$ cat config.mk
export PLATFORM = sky130hd
export DESIGN_NAME = crc_stream_gen
export DESIGN_NICKNAME = d
export VERILOG_FILES = /design/src/rtl/crc_stream_gen.sv
export SDC_FILE = /design/constraint.sdc
export NUM_CORES = 1
export LEC_CHECK = 0
export BUFFER_PORTS_ARGS = -buffer_cell sky130_fd_sc_hd__buf_2
export CAP_MARGIN = 30
export CELL_PAD_IN_SITES_DETAIL_PLACEMENT = 1
export CELL_PAD_IN_SITES_GLOBAL_PLACEMENT = 1
export CORE_ASPECT_RATIO = 1.75
export CORE_MARGIN = 5
export CORE_UTILIZATION = 43
export CTS_CLUSTER_DIAMETER = 100
export DETAILED_ROUTE_END_ITERATION = 7
export GPL_TIMING_DRIVEN = 0
export PLACE_DENSITY = 0.76
export SKIP_CTS_REPAIR_TIMING = 1
export SYNTH_ARGS = -nofsm -noshare
export SYNTH_HDL_FRONTEND = slang
export SYNTH_SLANG_ARGS = --single-unit
export TNS_END_PERCENT = 30
$ cat constraint.sdc
create_clock -name clk_i -period 2.4 [get_ports clk_i]
set_input_delay 0.6 -clock clk_i [delete_from_list [all_inputs] [get_ports clk_i]]
set_output_delay 0.6 -clock clk_i [all_outputs]
set_load 0.05 [all_outputs]
$ cat src/rtl/crc_stream_gen.sv
// Byte-stream CRC engine with valid/ready framing. Append mode inserts the
// CRC bytes after each packet; check mode compares the raw register to a residue.
module crc_stream_gen #(
    parameter int          CRC_W       = 32,
    parameter logic [31:0] POLY        = 32'h04C11DB7,
    parameter logic [31:0] INIT        = 32'hFFFFFFFF,
    parameter logic [31:0] XOR_OUT     = 32'h00000000,
    parameter bit          REFLECT_IN  = 1'b0,
    parameter bit          REFLECT_OUT = 1'b0,
    parameter bit          APPEND      = 1'b1,
    parameter logic [31:0] RESIDUE     = 32'h00000000
) (
    input  logic             clk_i,
    input  logic             rst_ni,
    input  logic             init_i,
    input  logic [7:0]       s_data_i,
    input  logic             s_valid_i,
    output logic             s_ready_o,
    input  logic             s_sop_i,
    input  logic             s_eop_i,
    output logic [7:0]       m_data_o,
    output logic             m_valid_o,
    input  logic             m_ready_i,
    output logic             m_sop_o,
    output logic             m_eop_o,
    output logic [CRC_W-1:0] crc_out_o,
    output logic             crc_done_o,
    output logic             crc_ok_o,
    output logic             frame_err_o
);
    localparam int               NB        = CRC_W / 8;
    localparam logic [CRC_W-1:0] POLY_W    = POLY[CRC_W-1:0];
    localparam logic [CRC_W-1:0] INIT_W    = INIT[CRC_W-1:0];
    localparam logic [CRC_W-1:0] XOR_W     = XOR_OUT[CRC_W-1:0];
    localparam logic [CRC_W-1:0] RESIDUE_W = RESIDUE[CRC_W-1:0];
    localparam logic [1:0]       LAST_IDX  = 2'(NB - 1);

    typedef enum logic {ST_PASS, ST_APPEND} state_t;

    function automatic logic [CRC_W-1:0] crc_fold(input logic [CRC_W-1:0] c, input logic [7:0] b);
        logic [CRC_W-1:0] r;
        logic             fb;
        r = c;
        for (int i = 0; i < 8; i++) begin
            fb = r[CRC_W-1] ^ (REFLECT_IN ? b[i] : b[3'(7 - i)]);
            r  = {r[CRC_W-2:0], 1'b0} ^ (fb ? POLY_W : '0);
        end
        return r;
    endfunction

    function automatic logic [CRC_W-1:0] crc_rev(input logic [CRC_W-1:0] c);
        logic [CRC_W-1:0] r;
        for (int i = 0; i < CRC_W; i++) r[i] = c[CRC_W-1-i];
        return r;
    endfunction

    state_t           state_q, state_d;
    logic [CRC_W-1:0] crc_q, crc_d, crc_out_q, crc_out_d;
    logic             in_frame_q, in_frame_d;
    logic [7:0]       m_data_q, m_data_d;
    logic             m_valid_q, m_valid_d, m_sop_q, m_sop_d, m_eop_q, m_eop_d;
    logic             crc_done_q, crc_done_d, crc_ok_q, crc_ok_d, ferr_q, ferr_d;
    logic [1:0]       idx_q, idx_d;

    logic             s_ready, accept, fold, m_free;
    logic [CRC_W-1:0] crc_new;
    logic [1:0]       byte_sel;

    assign m_free    = !m_valid_q || m_ready_i;
    assign s_ready   = (state_q == ST_PASS) && m_free;
    assign accept    = s_valid_i && s_ready && !init_i;
    // Bytes arriving outside a frame without SOP are forwarded but never folded.
    assign fold      = accept && (s_sop_i || in_frame_q);
    assign crc_new   = crc_fold(s_sop_i ? INIT_W : crc_q, s_data_i);
    assign byte_sel  = REFLECT_OUT ? idx_q : (LAST_IDX - idx_q);

    always_comb begin
        state_d    = state_q;
        crc_d      = crc_q;
        crc_out_d  = crc_out_q;
        in_frame_d = in_frame_q;
        m_data_d   = m_data_q;
        m_valid_d  = m_valid_q && !m_ready_i;
        m_sop_d    = m_sop_q;
        m_eop_d    = m_eop_q;
        crc_done_d = 1'b0;
        crc_ok_d   = crc_ok_q;
        ferr_d     = 1'b0;
        idx_d      = idx_q;

        if (accept) begin
            m_valid_d = 1'b1;
            m_data_d  = s_data_i;
            m_sop_d   = s_sop_i;
            m_eop_d   = s_eop_i && !(APPEND && fold);
            ferr_d    = !fold || (s_sop_i && in_frame_q);
            if (fold) begin
                crc_d      = crc_new;
                in_frame_d = !s_eop_i;
                if (s_eop_i) begin
                    crc_out_d  = (REFLECT_OUT ? crc_rev(crc_new) : crc_new) ^ XOR_W;
                    crc_done_d = 1'b1;
                    if (APPEND) begin
                        state_d = ST_APPEND;
                        idx_d   = 2'd0;
                    end else begin
                        crc_ok_d = (crc_new == RESIDUE_W);
                    end
                end
            end
        end else if (state_q == ST_APPEND && m_free) begin
            // crc_out_q is already final here: it was written with the EOP byte.
            m_valid_d = 1'b1;
            m_data_d  = 8'(crc_out_q >> {byte_sel, 3'b000});
            m_sop_d   = 1'b0;
            m_eop_d   = (idx_q == LAST_IDX);
            idx_d     = idx_q + 2'd1;
            if (idx_q == LAST_IDX) state_d = ST_PASS;
        end

        if (init_i) begin
            state_d    = ST_PASS;
            crc_d      = INIT_W;
            in_frame_d = 1'b0;
            m_valid_d  = 1'b0;
            m_data_d   = 8'd0;
            m_sop_d    = 1'b0;
            m_eop_d    = 1'b0;
            crc_done_d = 1'b0;
            ferr_d     = 1'b0;
            idx_d      = 2'd0;
        end
    end

    always_ff @(posedge clk_i or negedge rst_ni) begin
        if (!rst_ni) begin
            state_q    <= ST_PASS;
            crc_q      <= INIT_W;
            crc_out_q  <= '0;
            in_frame_q <= 1'b0;
            m_data_q   <= 8'd0;
            m_valid_q  <= 1'b0;
            m_sop_q    <= 1'b0;
            m_eop_q    <= 1'b0;
            crc_done_q <= 1'b0;
            crc_ok_q   <= 1'b0;
            ferr_q     <= 1'b0;
            idx_q      <= 2'd0;
        end else begin
            state_q    <= state_d;
            crc_q      <= crc_d;
            crc_out_q  <= crc_out_d;
            in_frame_q <= in_frame_d;
            m_data_q   <= m_data_d;
            m_valid_q  <= m_valid_d;
            m_sop_q    <= m_sop_d;
            m_eop_q    <= m_eop_d;
            crc_done_q <= crc_done_d;
            crc_ok_q   <= crc_ok_d;
            ferr_q     <= ferr_d;
            idx_q      <= idx_d;
        end
    end

    assign s_ready_o   = s_ready;
    assign m_data_o    = m_data_q;
    assign m_valid_o   = m_valid_q;
    assign m_sop_o     = m_sop_q;
    assign m_eop_o     = m_eop_q;
    assign crc_out_o   = crc_out_q;
    assign crc_done_o  = crc_done_q;
    assign crc_ok_o    = crc_ok_q;
    assign frame_err_o = ferr_q;
endmodule

# Word level (Yosys, flattened, before mapping)
# Index checks and enable logic that the tools add are counted.
dict set report op_classes {
  addsub 2
  n_eq_ne 3
  shifts 1
  muxes 40
  bitwise 9
  n_reduce_logical 24
}
# operator n
set op_table {}
lappend op_table {{32-bit by 27-bit XOR with 32-bit output} 4}
lappend op_table {{28-bit two-way mux} 4}
lappend op_table {{27-bit two-way mux} 4}
lappend op_table {{32-bit by 5-bit >> shifter with 8-bit output} 1}
lappend op_table {{1-bit two-way mux} 24}
lappend op_table {{8-bit two-way mux} 3}
lappend op_table {{2-bit two-way mux} 5}
lappend op_table {{1-bit logical AND} 8}
lappend op_table {{3-bit AND reduction} 2}
lappend op_table {{3-bit nonzero test} 2}
lappend op_table {{1-bit logical NOT} 5}
lappend op_table {{4-bit AND reduction} 1}
lappend op_table {{2-bit nonzero test} 2}
lappend op_table {{1-bit XOR} 4}
lappend op_table {{1-bit logical OR} 3}
lappend op_table {{3-bit by 2-bit inequality test with 1-bit output (second input constant)} 1}
lappend op_table {{3-bit inequality test (second input constant)} 1}
lappend op_table {{2-bit by 1-bit adder with 2-bit output (second input constant)} 1}
lappend op_table {{2-bit == test (second input constant)} 1}
lappend op_table {{2-bit AND reduction} 1}
lappend op_table {{2-bit subtractor (first input constant)} 1}
lappend op_table {{1-bit NOT} 1}
dict set report word_totals {
  ff_bits 77
  out_inout_bits 47
  wordCells 90
}

# Logic depth before layout (Yosys ltp)
# Gate-level depths: netlist of run 1.
dict set report logic_depth {
  ltp_word 16
  depth_mapped 7
  mapped_depth_nobuf 6
}

# Least setup slack after synthesis of run 1
# OpenSTA, ideal clock, no wires.
dict set report synth_path {
  path_type {reg-to-output}
  startpoint {register m_valid_q (netlist: m_valid_o)}
  endpoint {output s_ready_o}
  arrival_time_ps 1446
  path_slack_ps 354
  stages_incl_launch_ff 3
  path_buffers 0
  path_cell_list {dfrtp_1 -> nor2b_1 -> nor2_1}
}
dict set report synth_via {
  elab_chain_cells 3
}
# element line_no
set synth_rtl {}
lappend synth_rtl {{start: declaration} 61} ;# logic m_valid_q, m_valid_d, m_sop_q, m_sop_d, m_eop_q, m_eop_d;
lappend synth_rtl {{start signal: assignment} 155} ;# m_valid_q <= m_valid_d;
lappend synth_rtl {{1-bit logical NOT} 69} ;# assign m_free = !m_valid_q || m_ready_i;
lappend synth_rtl {{1-bit logical OR} 69}
lappend synth_rtl {{1-bit logical AND} 70} ;# assign s_ready = (state_q == ST_PASS) && m_free;
lappend synth_rtl {{end: declaration} 18} ;# output logic s_ready_o,
# Every way passes these cells.

# Final worst setup path of run 1
dict set report layout_path {
  startpoint {register crc_q[24]}
  endpoint {register crc_out_q[12] (netlist: crc_out_o[12])}
}
dict set report layout_via {
  elab_chain_cells 7
}
# element line_no
set layout_rtl {}
lappend layout_rtl {{start: declaration} 58} ;# logic [CRC_W-1:0] crc_q, crc_d, crc_out_q, crc_out_d;
lappend layout_rtl {{start signal: assignment} 151} ;# crc_q <= crc_d;
lappend layout_rtl {{28-bit two-way mux} 74} ;# assign crc_new = crc_fold(s_sop_i ? INIT_W : crc_q, s_data_i);
lappend layout_rtl {{32-bit by 27-bit XOR with 32-bit output (3 in series)} 46} ;# r = {r[CRC_W-2:0], 1'b0} ^ (fb ? POLY_W : '0);
lappend layout_rtl {{1-bit XOR} 45} ;# fb = r[CRC_W-1] ^ (REFLECT_IN ? b[i] : b[3'(7 - i)]);
lappend layout_rtl {{27-bit two-way mux} 46}
lappend layout_rtl {{32-bit by 27-bit XOR with 32-bit output} 46}
lappend layout_rtl {{end signal: assignment} 152} ;# crc_out_q <= crc_out_d;
lappend layout_rtl {{end: declaration} 58}
# Every way passes these cells.
# A chain may end at the register's enable or synchronous reset.

==> qor.tcl, run 1 <==
set qor(clock_tree.root_cell) {sky130_fd_sc_hd__clkbuf_16}
set qor(start_util) 0.4417
set qor(worst_vdd_rail_ir_drop_mv) 0.5342
set qor(ioPinCount) 62
set qor(adder_cell_area_share_of_the_yosys_netlist) 0.003385
set qor(slew_headroom) 0.5569
set qor(critical_path_startpoint) {crc_q[24]}
set qor(register_area_um2) 1911
set qor(pre_cts_slack_ns) 0.09191
set qor(crit_slowest_cell) {sky130_fd_sc_hd__dfstp_2}
set qor(clkSinkCount) 75
set qor(synth_seq_area_share) 0.5169
set qor(drt_first_iter_violations) 107
set qor(synthArstFlopShare) 1.000
set qor(reg2reg_slack_ns) 0.33
set qor(avgRoutedWirePerCell_um) 20.27
set qor(crit_family) {XOR/XNOR gates}
set qor(filler_cell_count) 983
set qor(rows) 44
set qor(critical_path.cell_chain) {nor2_2, xnor2_2, xnor3_1, xnor2_1, o21ai_1}
set qor(multi_input_comb_area_um2) 1640
set qor(required_time_reported_for_the_critical_path_endpoint_ns) 2.60
set qor(globalRouteTotalUtil) 0.2293
set qor(wl_met2_um) 6241
set qor(worst_r2r_path_depth) 5
set qor(antennaDiodeCount) 0
set qor(tightestPinTransition_ns) 0.6613
set qor(synth_enable_flop_cells) 0
set qor(average_instance_area_after_synthesis_um2) 9.989
set qor(synth_top_family_by_area) {simple AND/OR/NAND/NOR gates}
set qor(worstReg2RegStart) {crc_q[24]}
set qor(synth_xor_xnor_area_share) 0.1185
set qor(cts_tree) {built}
set qor(hpwl_um) 8470
set qor(worst_r2r_endpoint) {crc_out_o[12]}
set qor(post_synthesis_instance_area_um2) 3696
set qor(core_um2) 8368
set qor(ys_seq_elements) 75
set qor(h-tree-depth) 3
set qor(setup.worst_path.class) {flop to flop}
set qor(final_period_minus_worst_setup_slack_ns) 2.074
set qor(run_status) {finished clean}
set qor(dieArea_um2) 10620
set qor(final.period_utilization) 0.8642
set qor(crit_fanout) 7
set qor(post-layout-total-power_mw) 4.894
set qor(grt_pass1_vias) 3232
set qor(yosys_warnings) 0
set qor(die_w_um) 80.09
set qor(slew_viol_final) 0
set qor(post_synthesis_compound_gate_area_fraction) 0.1219
set qor(final_util) 0.5372
set qor(area_delta_synth_final_pct) 21.63
set qor(place_congestion) 0.8229
set qor(drc) 0
set qor(p_leak_nw) 1.999
set qor(number_of_failing_hold_endpoints_at_the_final_stage) 0
set qor(drive_gt1_frac) 0.2921
set qor(first_pass_grt_wire_length_um) 18150
set qor(total_number_of_vias) 2958
set qor(finalNetCount) 456
set qor(critical_path.endpoint_type) {flop}
set qor(port_buffers) 58
set qor(timing.critical_path.arrival_ns) 2.28
set qor(clock.fmax_mhz) 482.2
set qor(met3WireLength_um) 420
set qor(fin_ws_ns) 0.3260
set qor(setup_violations) 0
set qor(share_of_cell_area_taken_by_muxes_after_synthesis) 0.04875
set qor(totalWireLength_um) 11350
set qor(clk_pin_slew_worst_setup_hold_paths_ns) 0.06
set qor(mappedNetlistNets) 386
set qor(pin_count_of_the_biggest_net_entering_global_routing) 58
set qor(cts_inserted_buffers) 9
set qor(final_area_um2) 4496
set qor(critPathLaunchType) {flop}
set qor(powerDensity_nw_per_um2) 1089
set qor(rsz_0062_raised_after_global_routing) {no}
set qor(maxUsedRoutingLayer) {met4}
set qor(drt-vias-per-instance) 5.282
set qor(cts.path.max_buffers) 2
set qor(sum_of_routed_wire_segments_on_met1_um) 4279
set qor(postPlaceCellArea_um2) 4160
set qor(finalSetupTns_ns) 0
set qor(yosys.area_share.simple) 0.1503
set qor(worstPathBufferInverterCount) 0
set qor(globalRouteOverflowTotal) 0
set qor(die_height_um) 132.6
set qor(instance_count_of_the_mapped_netlist) 370
set qor(timing.max_cap.violations) 0
set qor(cpPeakStageDelay_ns) 0.57
set qor(synth_cell_types) 35
set qor(clock_skew_ns) 0.006878
set qor(drt.antenna.violating_nets) 0
set qor(ys_dominant_reg_cell) {sky130_fd_sc_hd__dfrtp_1}
set qor(clkLatencyLatePin_ns) 0.34
set qor(initial_antenna_violation_count) 0
set qor(drt_pre_antenna_iters) 4
set qor(hold_path_class) {primary input to asynchronous set/reset pin}
[registers in the layout, summed over array words and instances (netlist names), 2 cells and up]
name	cells
crc_out_o	31
m_data_o	8
idx_q	2
crc_q	27
[final cells by class]
class / instances / area share
flip-flops and latches: 75 / 0.4250
multi-input cells: 264 / 0.3649
repair buffers: 59 / 0.07125
clock buffers: 12 / 0.05260
well taps: 115 / 0.03201
plain buffers: 28 / 0.02978
clock inverters: 4 / 0.02199
inverters: 3 / 0.002505
[metal layers]
| metal | vias to the layer above | global-route usage |
|---|---|---|
| li1 | 1380 | - |
| met2 | 71 | 0.4082 |
| met5 | - | 0 |
| met4 | 0 | 0.1118 |
| met3 | 21 | 0.03673 |
| met1 | 1486 | 0.2585 |
[report_power, final]
group | switching [mW] | internal (mW)
logic | 1.20 | 0.441
clock network | 0.519 | 1.02
registers | 0.196 | 1.52
total | 1.91 | 2.98
[kinds of logic after synthesis]
group	Yosys count
AOI/OAI and AO/OA	83
adders and majority gates	1
DFF	75
and+or+nand+nor	129
other	1
muxes	8
xor gates and xnor gates	42
buffers and inverters	31
[synthesized netlist by cell type (all sizes together), types with 4 or more instances]
| cell type | number | share of area |
|---|---|---|
| nor2 | 68 | 0.071 |
| dfrtp | 48 | 0.32 |
| nand2 | 39 | 0.040 |
| a21oi | 38 | 0.051 |
| o21ai | 33 | 0.045 |
| xnor2 | 29 | 0.073 |
| dfstp | 27 | 0.19 |
| clkbuf | 15 | 0.015 |
| buf | 13 | 0.021 |
| a211oi | 9 | 0.018 |
| nand3 | 9 | 0.012 |
| xor2 | 9 | 0.021 |
| mux4 | 8 | 0.049 |
| xnor3 | 4 | 0.024 |
[per-stage QoR]
stage          std cells  hold WS (ns)
2_1_floorplan        370        0.3044
3_3_place_gp         543        0.4573
3_5_place_dp         544        0.4615
4_1_cts              560        0.1407
5_1_grt              560        0.1512
6_report             560        0.1378
[how the worst max path moves through the flow]
stage          depth (start not counted)            end  slack [ns]
4_1_cts                                3      s_ready_o        0.31
2_1_floorplan                          2      s_ready_o        0.35
6_report                               5  crc_out_o[12]        0.33
5_1_grt                                5  crc_out_o[10]        0.25
3_5_place_dp                           6  crc_out_o[12]        0.09
3_3_place_gp                           6  crc_out_o[12]        0.12
[cells in the final DEF (no fill, tap or decap), types with 2 or more instances in the layout]
cell and count:
sky130_fd_sc_hd__a211oi_1 9, sky130_fd_sc_hd__a21oi_1 38, sky130_fd_sc_hd__buf_2 65, sky130_fd_sc_hd__buf_4 6, sky130_fd_sc_hd__bufinv_16 3, sky130_fd_sc_hd__clkbuf_1 18
sky130_fd_sc_hd__clkbuf_16 9, sky130_fd_sc_hd__dfrtp_1 48, sky130_fd_sc_hd__dfstp_2 27, sky130_fd_sc_hd__inv_1 3, sky130_fd_sc_hd__mux4_2 8, sky130_fd_sc_hd__nand2_1 39
sky130_fd_sc_hd__nand3_1 9, sky130_fd_sc_hd__nor2_1 65, sky130_fd_sc_hd__nor2_2 3, sky130_fd_sc_hd__nor3_1 2, sky130_fd_sc_hd__o21ai_0 29, sky130_fd_sc_hd__o21ai_1 4
sky130_fd_sc_hd__or3_1 2, sky130_fd_sc_hd__xnor2_1 27, sky130_fd_sc_hd__xnor2_2 2, sky130_fd_sc_hd__xnor3_1 4, sky130_fd_sc_hd__xor2_1 9
(Power assumes the default switching activity.)
==> inputs of run 2 (changes only) <==
--- a/config.mk
+++ b/config.mk
@@ -16,6 +16,7 @@
 export DETAILED_ROUTE_END_ITERATION = 7
 export GPL_TIMING_DRIVEN = 0
 export PLACE_DENSITY = 0.76
+export REMOVE_ABC_BUFFERS = 1
 export SKIP_CTS_REPAIR_TIMING = 1
 export SYNTH_ARGS = -nofsm -noshare
 export SYNTH_HDL_FRONTEND = slang
==> qor.tcl, run 2 (synthesis gave the netlist of run 1 again) <==
set qor(total_number_of_vias) 2889 ;# was 2958
set qor(powerDensity_nw_per_um2) 1088 ;# was 1089 nW/um^2
set qor(place_congestion) 0.7820 ;# was 0.8229
set qor(ioPinCount) 62 ;# unchanged
set qor(worst_r2r_path_depth) 4 ;# was 5
set qor(globalRouteTotalUtil) 0.2023 ;# was 0.2293
set qor(fin_ws_ns) 0.1871 ;# was 0.3260 ns
set qor(grt_pass1_vias) 3059 ;# was 3232
set qor(p_leak_nw) 1.969 ;# was 1.999 nW
set qor(clock_skew_ns) 0.006193 ;# was 0.006878 ns
set qor(initial_antenna_violation_count) 0 ;# unchanged
set qor(die_height_um) 132.6 ;# unchanged
set qor(setup.worst_path.class) {flop to flop} ;# unchanged
set qor(cts_tree) {built} ;# unchanged
set qor(critPathLaunchType) {flop} ;# unchanged
set qor(first_pass_grt_wire_length_um) 16440 ;# was 18150 um
set qor(clock_tree.root_cell) {sky130_fd_sc_hd__clkbuf_16} ;# unchanged
set qor(hold_path_class) {primary input to asynchronous set/reset pin} ;# unchanged
set qor(rsz_0062_raised_after_global_routing) {no} ;# unchanged
set qor(max_ffs_per_register) 31 ;# unchanged
set qor(cts.path.max_buffers) 2 ;# unchanged
set qor(timing.max_cap.violations) 0 ;# unchanged
set qor(drive_gt1_frac) 0.2979 ;# was 0.2921
set qor(area_delta_synth_final_pct) 20.41 ;# was 21.63%
set qor(hpwl_um) 6726 ;# was 8470 um
set qor(final.period_utilization) 0.9220 ;# was 0.8642
set qor(final_util) 0.5318 ;# was 0.5372
set qor(drt.antenna.violating_nets) 0 ;# unchanged
set qor(hold_slack_ns) 0.09728 ;# was 0.1378 ns
set qor(dieArea_um2) 10620 ;# unchanged
set qor(pre_cts_slack_ns) -0.5309 ;# was 0.09191 ns
set qor(finish.cell_count_without_fillers) 538 ;# was 560
set qor(drt_first_iter_violations) 158 ;# was 107
set qor(antennaDiodeCount) 0 ;# unchanged
set qor(cts_inserted_buffers) 9 ;# unchanged
set qor(worst_vdd_rail_ir_drop_mv) 0.4262 ;# was 0.5342 mV
set qor(drt_pre_antenna_iters) 6 ;# was 4
set qor(clkLatencyLatePin_ns) 0.33 ;# was 0.34 ns
set qor(critical_path.endpoint_type) {flop} ;# unchanged
set qor(finalNetCount) 434 ;# was 456
set qor(crit_fanout) 30 ;# was 7
set qor(timing.critical_path.arrival_ns) 2.41 ;# was 2.28 ns
set qor(port_buffers) 60 ;# was 58
set qor(drt-vias-per-instance) 5.370 ;# was 5.282
set qor(layout.cells.most_common) {sky130_fd_sc_hd__nor2_1}
set qor(final_period_minus_worst_setup_slack_ns) 2.213 ;# was 2.074 ns
set qor(slew_headroom) 0.4840 ;# was 0.5569
set qor(pin_count_of_the_biggest_net_entering_global_routing) 67 ;# was 58
set qor(drc) 0 ;# unchanged
set qor(run_status) {finished clean} ;# unchanged
set qor(worst_r2r_endpoint) {crc_out_o[24]} ;# was crc_out_o[12]
set qor(die_w_um) 80.09 ;# unchanged
set qor(core_um2) 8368 ;# unchanged
set qor(tightestPinTransition_ns) 0.7739 ;# was 0.6613 ns
set qor(start_util) 0.4417 ;# unchanged
set qor(commonest_cells_after_routing_fill_and_taps_aside) {sky130_fd_sc_hd__nor2_1 (65), sky130_fd_sc_hd__buf_2 (58), sky130_fd_sc_hd__dfrtp_1 (48), sky130_fd_sc_hd__nand2_1 (39), sky130_fd_sc_hd__a21oi_1 (38)} ;# was sky130_fd_sc_hd__buf_2 (65), sky130_fd_sc_hd__nor2_1 (65), sky130_fd_sc_hd__dfrtp_1 (48), sky130_fd_sc_hd__nand2_1 (39), sky130_fd_sc_hd__a21oi_1 (38)
set qor(totalWireLength_um) 10260 ;# was 11350 um
set qor(number_of_failing_hold_endpoints_at_the_final_stage) 0 ;# unchanged
set qor(globalRouteOverflowTotal) 0 ;# unchanged
set qor(clock.fmax_mhz) 451.9 ;# was 482.2 MHz
set qor(clk_pin_slew_worst_setup_hold_paths_ns) 0.06 ;# about the same
set qor(h-tree-depth) 3 ;# unchanged
set qor(slew_viol_final) 0 ;# unchanged
set qor(required_time_reported_for_the_critical_path_endpoint_ns) 2.60 ;# about the same
set qor(clkSinkCount) 75 ;# unchanged
set qor(reg2reg_slack_ns) 0.19 ;# was 0.33 ns
set qor(placed_cells) 521 ;# was 544
set qor(avgRoutedWirePerCell_um) 19.07 ;# was 20.27 um
set qor(rows) 44 ;# unchanged
set qor(worstReg2RegStart) {state_q} ;# was crc_q[24]
set qor(setup_violations) 0 ;# unchanged
==> run 2: worst max path at each step <==
stage / start / end / slack, ns / depth (start not counted)
finish: state_q / crc_out_o[24] / 0.19 / 4
global route: state_q / crc_out_o[20] / 0.08 / 4
CTS: s_sop_i / crc_out_o[30] / -0.25 / 6
detailed placement: s_sop_i / crc_out_o[31] / -0.53 / 6
global placement: m_ready_i / crc_out_o[31] / -1.10 / 7
floorplan: m_valid_o / crc_out_o[30] / -0.11 / 6
==> run 2: worst max-delay path, cell delays in order, from the launching register on <==
cell,delay [ns]
sky130_fd_sc_hd__dfrtp_1,0.59
sky130_fd_sc_hd__nand3b_4,0.42
sky130_fd_sc_hd__or3_2,0.80
sky130_fd_sc_hd__nand2_1,0.16
sky130_fd_sc_hd__o21ai_0,0.10
==> run 2: power by group <==
part / switching (mW) / internal (mW) / total (mW)
combinational: 1.15 / 0.431 / 1.58
sequential: 0.194 / 1.52 / 1.72
clock: 0.507 / 1.04 / 1.55
==> run 2: routing by layer <==
metal	share of wire	up-vias	track usage	routed length, um
met1	0.41	1489	0.2414	4176
met5	0	-	0	0
met3	0.036	13	0.04082	368
li1	-	1333	-	-
met4	0.019	0	0.07331	191
met2	0.54	54	0.3529	5521
==> run 2: area by class of cell <==
class	instances	area, um^2
Inverter	3	11.26
Clock inverter	5	100.1
Fill cell	992	3918
Clock buffer	11	242.7
Timing Repair Buffer	64	382.9
Tap cell	115	143.9
Multi-Input combinational cell	265	1659
Sequential cell	75	1911
==> run 2: metrics by stage <==
step / power [mW] / TNS [ns] / cell area, um^2
final: 4.842 / 0 / 4451
after global routing: 5.057 / 0 / 4451
after CTS: 4.891 / -2.743 / 4437
after detailed placement: 3.323 / -12.77 / 4094
after global placement: 3.260 / -41.83 / 4006
after floorplan: 2.848 / -0.2746 / 3562
==> inputs of run 3 (changes only) <==
--- a/config.mk
+++ b/config.mk
@@ -10,7 +10,7 @@
 export CELL_PAD_IN_SITES_DETAIL_PLACEMENT = 1
 export CELL_PAD_IN_SITES_GLOBAL_PLACEMENT = 1
 export CORE_ASPECT_RATIO = 1.75
-export CORE_MARGIN = 5
+export CORE_MARGIN = 2
 export CORE_UTILIZATION = 43
 export CTS_CLUSTER_DIAMETER = 100
 export DETAILED_ROUTE_END_ITERATION = 7
==> qor.tcl, run 3 (synthesis gave the netlist of run 1 again) <==
set qor(layout.cells.most_common) {sky130_fd_sc_hd__nor2_1} ;# unchanged
set qor(drt_first_iter_violations) 160 ;# was 158
set qor(area_delta_synth_final_pct) 19.63 ;# was 20.41%
set qor(worst_vdd_rail_ir_drop_mv) 0.4756 ;# was 0.4262 mV
set qor(dieArea_um2) 9382 ;# was 10620 um^2
set qor(timing.critical_path.arrival_ns) 2.50 ;# was 2.41 ns
set qor(cts_tree) {built} ;# unchanged
set qor(filler_cell_count) 926 ;# was 992
set qor(clock_skew_ns) 0.003929 ;# was 0.006193 ns
set qor(use_met1) 0.2763 ;# was 0.2414
set qor(hold_slack_ns) 0.09713 ;# was 0.09728 ns
set qor(number_of_failing_hold_endpoints_at_the_final_stage) 0 ;# unchanged
set qor(gr-max-usage-layer) {met2} ;# unchanged
set qor(cts.path.max_buffers) 2 ;# unchanged
set qor(drc) 0 ;# unchanged
set qor(ioPinCount) 62 ;# unchanged
set qor(groute.layer.met2.usage) 0.3913 ;# was 0.3529
set qor(clkSinkCount) 75 ;# unchanged
set qor(totalWireLength_um) 9736 ;# was 10260 um
set qor(die_height_um) 126.6 ;# was 132.6 um
set qor(drt_pre_antenna_iters) 4 ;# was 6
set qor(antennaDiodeCount) 0 ;# unchanged
set qor(core_um2) 8313 ;# was 8368 um^2
set qor(pin_count_of_the_biggest_net_entering_global_routing) 67 ;# unchanged
set qor(globalRouteTotalUtil) 0.2255 ;# was 0.2023
set qor(clk_pin_slew_worst_setup_hold_paths_ns) 0.06 ;# about the same
set qor(hold_path_class) {primary input to asynchronous set/reset pin} ;# unchanged
set qor(critical_path.endpoint_type) {flop} ;# unchanged
set qor(powerDensity_nw_per_um2) 1058 ;# was 1088 nW/um^2
set qor(p_leak_nw) 1.959 ;# was 1.969 nW
set qor(max_ffs_per_register) 31 ;# unchanged
set qor(setup.worst_path.class) {flop to flop} ;# unchanged
set qor(required_time_reported_for_the_critical_path_endpoint_ns) 2.67 ;# was 2.60 ns
set qor(slew_headroom) 0.4882 ;# was 0.4840
set qor(grt_pass1_vias) 3006 ;# was 3059
set qor(slew_viol_final) 0 ;# unchanged
set qor(drive_gt1_frac) 0.3002 ;# was 0.2979
set qor(crit_fanout) 38 ;# was 30
set qor(die_w_um) 74.09 ;# was 80.09 um
set qor(finalNetCount) 434 ;# unchanged
set qor(drt.antenna.violating_nets) 0 ;# unchanged
set qor(clock_tree.root_cell) {sky130_fd_sc_hd__clkbuf_16} ;# unchanged
set qor(port_buffers) 60 ;# unchanged
set qor(rows) 44 ;# unchanged
set qor(final.period_utilization) 0.9293 ;# was 0.9220
set qor(initial_antenna_violation_count) 0 ;# unchanged
set qor(avgRoutedWirePerCell_um) 18.10 ;# was 19.07 um
set qor(commonest_cells_after_routing_fill_and_taps_aside) {sky130_fd_sc_hd__nor2_1 (65), sky130_fd_sc_hd__buf_2 (58), sky130_fd_sc_hd__dfrtp_1 (48), sky130_fd_sc_hd__nand2_1 (39), sky130_fd_sc_hd__a21oi_1 (38)} ;# unchanged
set qor(start_util) 0.4446 ;# was 0.4417
set qor(critPathLaunchType) {flop} ;# unchanged
set qor(cts_inserted_buffers) 9 ;# unchanged
set qor(tightestPinTransition_ns) 0.7678 ;# was 0.7739 ns
set qor(post-layout-total-power_mw) 4.676 ;# was 4.842 mW
set qor(hpwl_um) 6728 ;# was 6726 um
set qor(clock.fmax_mhz) 448.4 ;# was 451.9 MHz
set qor(crit_family) {simple AND/OR/NAND/NOR gates} ;# unchanged
set qor(cpPeakStageDelay_ns) 0.59 ;# was 0.80 ns
set qor(worstPathBufferInverterCount) 2 ;# was 0
set qor(critical_path.cell_chain) {nand3b_4, or3_4, buf_12, inv_1, o21ai_0, nand2_1} ;# was nand3b_4, or3_2, nand2_1, o21ai_0
set qor(rsz_0062_raised_after_global_routing) {no} ;# unchanged
set qor(timing.max_cap.violations) 0 ;# unchanged
set qor(run_status) {finished clean} ;# unchanged
set qor(total_number_of_vias) 2834 ;# was 2889
set qor(setup_violations) 0 ;# unchanged
set qor(first_pass_grt_wire_length_um) 15640 ;# was 16440 um
set qor(place_congestion) 0.7816 ;# was 0.7820
set qor(drt-vias-per-instance) 5.268 ;# was 5.370
set qor(crit_slowest_cell) {sky130_fd_sc_hd__dfrtp_1} ;# was sky130_fd_sc_hd__or3_2
set qor(grt.met3_usage) 0.04607 ;# was 0.04082
set qor(final_period_minus_worst_setup_slack_ns) 2.230 ;# was 2.213 ns
set qor(clkLatencyLatePin_ns) 0.33 ;# about the same
set qor(globalRouteOverflowTotal) 0 ;# unchanged
set qor(final_util) 0.5319 ;# was 0.5318
set qor(h-tree-depth) 3 ;# unchanged
run 3: where the power goes:
part	switching, mW	total (mW)	leakage [nW]	internal, mW
sequential	0.190	1.71	0.899	1.52
clock	0.507	1.39	0.155	0.886
combinational	1.14	1.57	0.905	0.431
total	1.84	4.68	1.96	2.84
run 3: worst register-to-register path, stage by stage, from the launching register on:
cell and delay [ns]:
sky130_fd_sc_hd__dfrtp_1 0.59, sky130_fd_sc_hd__nand3b_4 0.42, sky130_fd_sc_hd__or3_4 0.58, sky130_fd_sc_hd__buf_12 0.22, sky130_fd_sc_hd__inv_1 0.16, sky130_fd_sc_hd__o21ai_0 0.11
sky130_fd_sc_hd__nand2_1 0.09
run 3: per-layer routing:
layer | routed length (um) | vias up
met2 | 5327 | 48
met3 | 297 | 10
li1 | - | 1335
met4 | 127 | 0
met1 | 3983 | 1441
met5 | 0 | -
run 3: path summary, 6_finish.rpt:
check / start / endpoint / slack, ns / cells after the start
worst max-delay path: state_q / crc_out_o[30] / 0.17 / 6
worst max register to register: state_q / crc_out_o[30] / 0.17 / 6
worst min-delay path: rst_ni / crc_out_o[14] / 0.1 / 1
max in group asynchronous: rst_ni / crc_q[10] / 1.69 / 2
worst min register to register: m_eop_o / m_eop_o / 0.48 / 2
min in group clk_i: m_eop_o / m_eop_o / 0.48 / 2
run 3: cell type report:
cell class / instances / area [um^2] / share of cell area
flip-flops and latches: 75 / 1911 / 0.4321
multi-input cells: 264 / 1652 / 0.3735
repair buffers: 65 / 390.4 / 0.08829
clock buffers: 12 / 266.5 / 0.06027
well taps: 115 / 143.9 / 0.03254
clock inverters: 4 / 47.55 / 0.01075
inverters: 3 / 11.26 / 0.002547
run 3: stage by stage:
step	area [um^2]	setup slack, ns	TNS [ns]	std cells
after global placement	4006	-1.100	-43.52	517
final	4422	0.1697	0	538
after detailed placement	4101	-0.4499	-10.52	522
after floorplan	3562	-0.1056	-0.2746	342
after global routing	4422	0.07582	0	538
after CTS	4415	-0.09371	-0.2137	538
